$ cat config.mk
export PLATFORM = sky130hd
export DESIGN_NAME = chunked_addsub_seq
export DESIGN_NICKNAME = d
export VERILOG_FILES = /design/src/rtl/chunked_addsub_seq.sv
export SDC_FILE = /design/constraint.sdc
export NUM_CORES = 1
export LEC_CHECK = 0
export ABC_AREA = 1
export BUFFER_PORTS_ARGS = -buffer_cell sky130_fd_sc_hd__buf_2
export CELL_PAD_IN_SITES_DETAIL_PLACEMENT = 0
export CELL_PAD_IN_SITES_GLOBAL_PLACEMENT = 1
export CORE_ASPECT_RATIO = 2
export CORE_MARGIN = 10
export CORE_UTILIZATION = 30
export CTS_CLUSTER_SIZE = 10
export DETAILED_ROUTE_END_ITERATION = 8
export PLACE_DENSITY_LB_ADDON = 0.1
export SYNTH_ARGS = -nofsm -noshare
export SYNTH_HDL_FRONTEND = slang
export SYNTH_SLANG_ARGS = --single-unit
$ cat constraint.sdc
create_clock -name clk -period 4.95 [get_ports clk]
set_clock_uncertainty 0.05 [all_clocks]
set_input_delay 0.2475 -clock clk [delete_from_list [all_inputs] [get_ports clk]]
set_output_delay 0.2475 -clock clk [all_outputs]
set_load 0.01 [all_outputs]
$ cat src/rtl/chunked_addsub_seq.sv
// Multi-cycle add/subtract unit: a WIDTH-bit operand pair is summed CHUNK bits per clock,
// with the inter-chunk carry held in a register. start/busy/done handshake.
module chunked_addsub_seq #(
  parameter int WIDTH = 32,
  parameter int CHUNK = 8
) (
  input  logic             clk,
  input  logic             rst,
  input  logic             start,
  input  logic             sub,
  input  logic [WIDTH-1:0] a,
  input  logic [WIDTH-1:0] b,
  input  logic             ci,
  output logic             busy,
  output logic             done,
  output logic [WIDTH-1:0] sum,
  output logic             co,
  output logic             ovf
);

  localparam int N     = WIDTH / CHUNK;
  localparam int IDX_W = (N > 1) ? $clog2(N) : 1;

  typedef enum logic [1:0] {IDLE, RUN, DONE} state_t;

  state_t           state, state_nxt;
  logic [WIDTH-1:0] op_a, op_b, work, work_nxt;
  logic             carry;
  logic [IDX_W-1:0] idx;
  logic [CHUNK-1:0] a_ch, b_ch, s_ch;
  logic             c_out, c_msb;
  logic             accept, last;
  int               base;

  // One chunk of the addition plus the merged working result for this edge.
  // NOTE: every always_comb output gets a default first so no path can infer a latch.
  always_comb begin
    base     = int'(idx) * CHUNK;
    a_ch     = op_a[base +: CHUNK];
    b_ch     = op_b[base +: CHUNK];
    {c_out, s_ch} = {1'b0, a_ch} + {1'b0, b_ch} + {{CHUNK{1'b0}}, carry};
    // Carry into the chunk MSB recovered from the MSB sum bit.
    c_msb    = a_ch[CHUNK-1] ^ b_ch[CHUNK-1] ^ s_ch[CHUNK-1];
    work_nxt = work;
    work_nxt[base +: CHUNK] = s_ch;
  end

  assign last   = (idx == IDX_W'(N - 1));
  assign accept = start && (state != RUN);
  assign busy   = (state == RUN);
  assign done   = (state == DONE);

  // NOTE: sequential state uses non-blocking assignments so all flops update together.
  always_ff @(posedge clk) begin
    if (rst) state <= IDLE;
    else     state <= state_nxt;
  end

  always_comb begin
    state_nxt = state;
    unique case (state)
      IDLE:    if (start) state_nxt = RUN;
      RUN:     if (last)  state_nxt = DONE;
      DONE:    state_nxt = start ? RUN : IDLE;
      default: state_nxt = IDLE;
    endcase
  end

  // Subtraction is a + ~b + ~ci, so the inversion happens once at capture.
  always_ff @(posedge clk) begin
    if (rst) begin
      op_a  <= '0;
      op_b  <= '0;
      carry <= 1'b0;
      idx   <= '0;
      work  <= '0;
      sum   <= '0;
      co    <= 1'b0;
      ovf   <= 1'b0;
    end else if (accept) begin
      op_a  <= a;
      op_b  <= sub ? ~b : b;
      carry <= sub ? ~ci : ci;
      idx   <= '0;
    end else if (state == RUN) begin
      work  <= work_nxt;
      carry <= c_out;
      idx   <= idx + IDX_W'(1);
      if (last) begin
        sum <= work_nxt;
        co  <= c_out;
        ovf <= c_msb ^ c_out;
      end
    end
  end

endmodule

# Yosys cells after proc, flatten, opt, wreduce, memory -nomap -nowiden
# Index checks and enable logic that the tools add are counted.
classes:
  addsub: 4
  eq_ne: 6
  n_shift: 4
  mux: 9
  n_bitwise: 6
  reduce_logical: 7
ops:
  columns: ["cell", "n"]
  rows:
  - ["$shiftx A32 B6 Y8", 2]
  - ["$neg A5 Y33", 1]
  - ["$shift A8 B33 Y32 const A", 1]
  - ["$shiftx A8 B33 Y32", 1]
  - ["$bwmux W32", 1]
  - ["$mux W32", 1]
  - ["$not A32 Y32", 1]
  - ["$add A8 B8 Y9", 1]
  - ["$add A9 B1 Y9", 1]
  - ["$pmux W2 S3", 1]
  - ["$eq A2 B2 Y1 const B", 2]
  - ["$mux W1", 4]
  - ["$mux W2", 2]
  - ["$ne A2 B1 Y1 const B", 2]
  - ["$reduce_and A2 Y1", 2]
  - ["$reduce_and A3 Y1", 1]
  - ["$xor A1 B1 Y1", 3]
  - ["$add A2 B1 Y2 const B", 1]
  - ["$eq A2 B1 Y1 const B", 1]
  - ["$logic_not A2 Y1", 1]
  - ["$ne A2 B2 Y1 const B", 1]
  - ["$not A1 Y1", 2]
  - ["$reduce_bool A2 Y1", 1]
  - ["$reduce_or A2 Y1", 1]
  - ["$logic_and A1 B1 Y1", 1]
totals:
  reg_bits: 135
  input_bits: 69
  out_inout_bits: 36
  word_cells: 45

# Logic depth before layout (Yosys ltp)
logic_depth:
  depth_word: 5
  mapped_depth: 18
  depth_no_buf: 16

# Least setup slack after synthesis
# Ideal clock, no wire load.
synth_path:
  path_kind: "register to register"
  start: "register idx[0]"
  end: "register work[4]"
  setup_ns: 0.115
  arrival_time_ns: 2.627
  required_time_ns: 4.785
  slack_ns: 2.158
  stages_incl_launch_ff: 16
  path_buffers: 2
  synth_period_minus_slack_ns: 2.792
  cell_sequence: "dfxtp_1 buf_2 inv_2 clkbuf_1 nor2_1 o22ai_1 fa_1 fa_1 nand2_1 nand2_1 and2_2 xor2_2 nand2_1 o21ai_0 o21ai_0 inv_1"
synth_between:
  elab_chain_cells: 5
  elab_cells_between_ends: 8
  classes_between: "add/sub (3); shift (4); mux (1)"
synth_lines:
  columns: ["element", "line_no", "text"]
  rows:
  - ["start: declaration", "29", "logic [IDX_W-1:0] idx;"]
  - ["start signal: assignment", "88", "idx <= idx + IDX_W'(1);"]
  - ["$shiftx A32 B6 Y8 (on tied branches)", "39, 40", null]
  - ["$add A8 B8 Y9", "41", "{c_out, s_ch} = {1'b0, a_ch} + {1'b0, b_ch} + {{CHUNK{1'b0}}, carry};"]
  - ["$add A9 B1 Y9", "41", null]
  - ["$shiftx A8 B33 Y32", "45", "work_nxt[base +: CHUNK] = s_ch;"]
  - ["$bwmux W32 *", "45", null]
  - ["end signal: assignment", "86", "work <= work_nxt;"]
  - ["end: declaration", "27", "logic [WIDTH-1:0] op_a, op_b, work, work_nxt;"]
# Mark *: on every way between the ends. The rest lies on a longest branch, timed or not.
# A chain may end at the register's enable or synchronous reset.

# Worst setup path after layout
layout_path:
  start: "register idx[1]"
  end: "register sum[30]"
layout_between:
  elab_chain_cells: 5
  elab_cells_between_ends: 10
  classes_between: "add/sub (3); eq/ne (1); shift (4); mux (1); reduce/logical (1)"
layout_lines:
  columns: ["element", "line_no", "text"]
  rows:
  - ["$shiftx A32 B6 Y8 (on tied branches)", "39, 40", null]
  - ["$add A8 B8 Y9", "41", null]
  - ["$add A9 B1 Y9", "41", null]
  - ["$shiftx A8 B33 Y32", "45", null]
  - ["$bwmux W32", "45", null]
  - ["end signal: assignment", "90", "sum <= work_nxt;"]
  - ["end: declaration", "16", "output logic [WIDTH-1:0] sum,"]
# Several ways; a longest one is shown, not always the timed one.

==> run metrics <==
HP Class in -> reg; Post-Syn Area 6600 um2; deepest clock path buffer count 2; CTS sink cnt ~140; Port Buffers between 100 and 150; fin nets 1062; Congestion Overflow GR 0; setup ws final 1.79 ns; final core occ 36.9%; status complete, no violations; Synth area leader dfxtp_1; Clock Latency Late Sink 0.42 ns; die width 125 um; Place WS 1.75 ns; Leakage 3.77 nW; Post-CTS Hold Fix Bufs 14; Cell Chain, Critical Path buf_4 -> inv_1 -> o21ai_0 -> o22ai_1 -> fa_1 -> fa_1 -> nand2_1 -> nand2_1 -> nand3_1 -> nand2_1 -> nand2_1 -> nand3_1 -> nor2_1 -> nand2_1 -> nand3_1 -> nand2_1 -> inv_1; H-Tree Depth 4; worst reg2reg path startpoint idx[1]$_SDFFE_PP0P_; r2r setup slk roughly 1.8 ns; design area 7960 um2; post-route insts no fill 1263; Routed wire per std cell 16.6 um; PostCTS Resize Cnt 0; period utilization around 64%; Clock transition at path regs 0.06 ns; delay-heaviest family, CP simple AND/OR/NAND/NOR gates; first-pass GRT wire length 33100 um; Max IR drop VDD 185 uV; Syn Nets 977; critical path data required time 5.27 ns; post-CTS setup buffer count 0; Max Fclk 316 MHz; Most used DFF post-synth dfxtp_1; combinational share of power 15.5%; Post-synth EDFFs 0; GRT Util Overall 14.4%; row cnt 76; # fillers 2339; cell mode on critical path nand2_1; Crit Path Class reg -> reg; # setup viols final 0; CP arrival 3.48 ns; Crit. End Element flop; RSZ-0062 raised after global routing no; vias in the first global route roughly 6100; Final GP Congestion 0.795; max_slew headroom 41.4%; Post-DRT Antenna Nets 0; max_cap viols 0; Vias just under 6000; drt drc 0; top cells by count, synth nor2_1 (143), dfxtp_1 (135), o21ai_0 (115); ys async rst share 0%; Die Area 28700 um2; core area 21600 um2; final hold vios 0; sequential share of power 40.5%; r2r endpoint sum[30]$_SDFFE_PP0P_; Least-Margin Pin Slew 0.878 ns; Switching Power 0.826 mW; CTS tree built; largest net degree at the start of global routing 64; post-synth cell types 37; Slew Limit Fails 0; Cells after DPL 1218; share of layout cells above drive strength 1 16.1%; clock power share 44.0%; Initial Util 30.6%; Setup crit start kind flop; r2r worst-path depth 17; Ys Warns 0; Synth-to-Final Area Change 20.7%; min cycle time layout between 3 and 4 ns; overall power approximately 3.0 mW; Synth Register Bits 135; WL final 21000 um; CP max stage cell fa_1; num ports 105; worst-path maximum fanout 21; drt pass-1 iters 4; post-synth top area share a little over 40%; Worst path max stage delay 0.44 ns; drt via density 4.66; Hold Path Origin a[19]; critical path depth in cells 17; clock root cell clkbuf_16; worst-case hold path end point op_a[19]$_SDFFE_PP0P_; top post-synthesis cells by area dfxtp_1 (41%), o21ai_0 (8.7%), nor2_1 (8.1%); hold path depth 3; Switching Fraction 28.0%; Iter 0 DRT Violations 339; worst hold margin 0.00840 ns; initial antenna violation count 0; Mean Syn Cell Area 7.39 um2; Num CTS Buffers 17; Buf+Inv Stages, Crit Path 3; post-synthesis sequential area ratio 41.0%; register area 2700 um2; DP Area 7220 um2; top-count cell post-synth nor2_1; PD cells 371 nW/um2; area taken by multi-input logic gates 3180 um2; diode count 0; Syn Inst Count roughly 890; P_int between 2 and 2.5 mW; Die H 230 um; Fin Setup TNS 0 ns; HPWL Detailed 15300 um
-- worst min-delay path: stages --
cell,delay [ns]
buf_2,0.08
nor2_1,0.04
nor2_1,0.08
-- registers in the layout (all words and copies together) (netlist names) --
signal	flops
op_a	32
op_b	32
sum	32
work	32
idx	2
state	2
carry	1
co	1
ovf	1
-- cell type report --
type                       count  area share, %
multi-input combinational    584           39.9
sequential                   135           34.0
timing repair buffer         123           8.77
clock buffer                  25           6.35
inverter                     117           5.56
tap                          273           4.29
clock inverter                 6           1.13
-- logic make-up (layout without fill, tap and decap cells) --
kind of cell / count (synthesis) / count (layout) / share of synthesized area (%)
AND/OR/NAND/NOR: 295 / 295 / 19.3
AO/OA/AOI/OAI: 237 / 237 / 20.8
buffers and inverters: 174 / 271 / 10.8
flip-flops: 135 / 135 / 41.0
XOR/XNOR: 37 / 37 / 5.03
adder cells (fa/ha/maj): 15 / 15 / 3.07
-- per-layer routing --
layer  vias up  part of all wire (%)  track usage (%)
met5         -                     0                0
met4         0                   2.7             5.97
met3        26                   3.1             2.67
met2       101                    56             28.2
met1      2682                    38             14.3
li1       3075                     -                -
-- worst max-delay path by stage --
stage,start,to,slack [ns]
CTS,idx[1]$_SDFFE_PP0P_,sum[30]$_SDFFE_PP0P_,1.73
global placement,idx[1]$_SDFFE_PP0P_,sum[14]$_SDFFE_PP0P_,1.83
floorplan,idx[0]$_SDFFE_PP0P_,work[4]$_SDFFE_PP0P_,2.16
finish,idx[1]$_SDFFE_PP0P_,sum[30]$_SDFFE_PP0P_,1.79
detailed placement,idx[1]$_SDFFE_PP0P_,sum[14]$_SDFFE_PP0P_,1.75
global route,idx[1]$_SDFFE_PP0P_,work[30]$_SDFFE_PP0P_,1.48
-- cell usage in the layout, fill, tap and decap left out, types with 3 or more instances in the layout --
master and instances:
buf_4 5, clkbuf_8 5, nand3_1 57, clkbuf_16 17
dfxtp_1 135, o21a_1 20, ha_1 13, o21ai_1 16
nand4_1 7, inv_2 7, inv_1 108, o21bai_1 14
o21ai_0 115, dlygate4sd3_1 14, o22ai_1 26, clkbuf_1 3
nor2_1 143, buf_2 104, nand2_1 78, a21oi_1 26
xnor2_1 34, a211oi_1 14, clkinvlp_4 4
-- power by group through the flow --
stage / clock network (mW) / logic (mW) / registers [mW]
finish: 1.30 / 0.459 / 1.19
detailed placement: 0 / 0.459 / 1.22
CTS: 1.33 / 0.470 / 1.20
global route: 1.37 / 0.520 / 1.20
floorplan: 0 / 0.324 / 1.20
global placement: 0 / 0.459 / 1.22
Power figures use the tool's default switching activity.
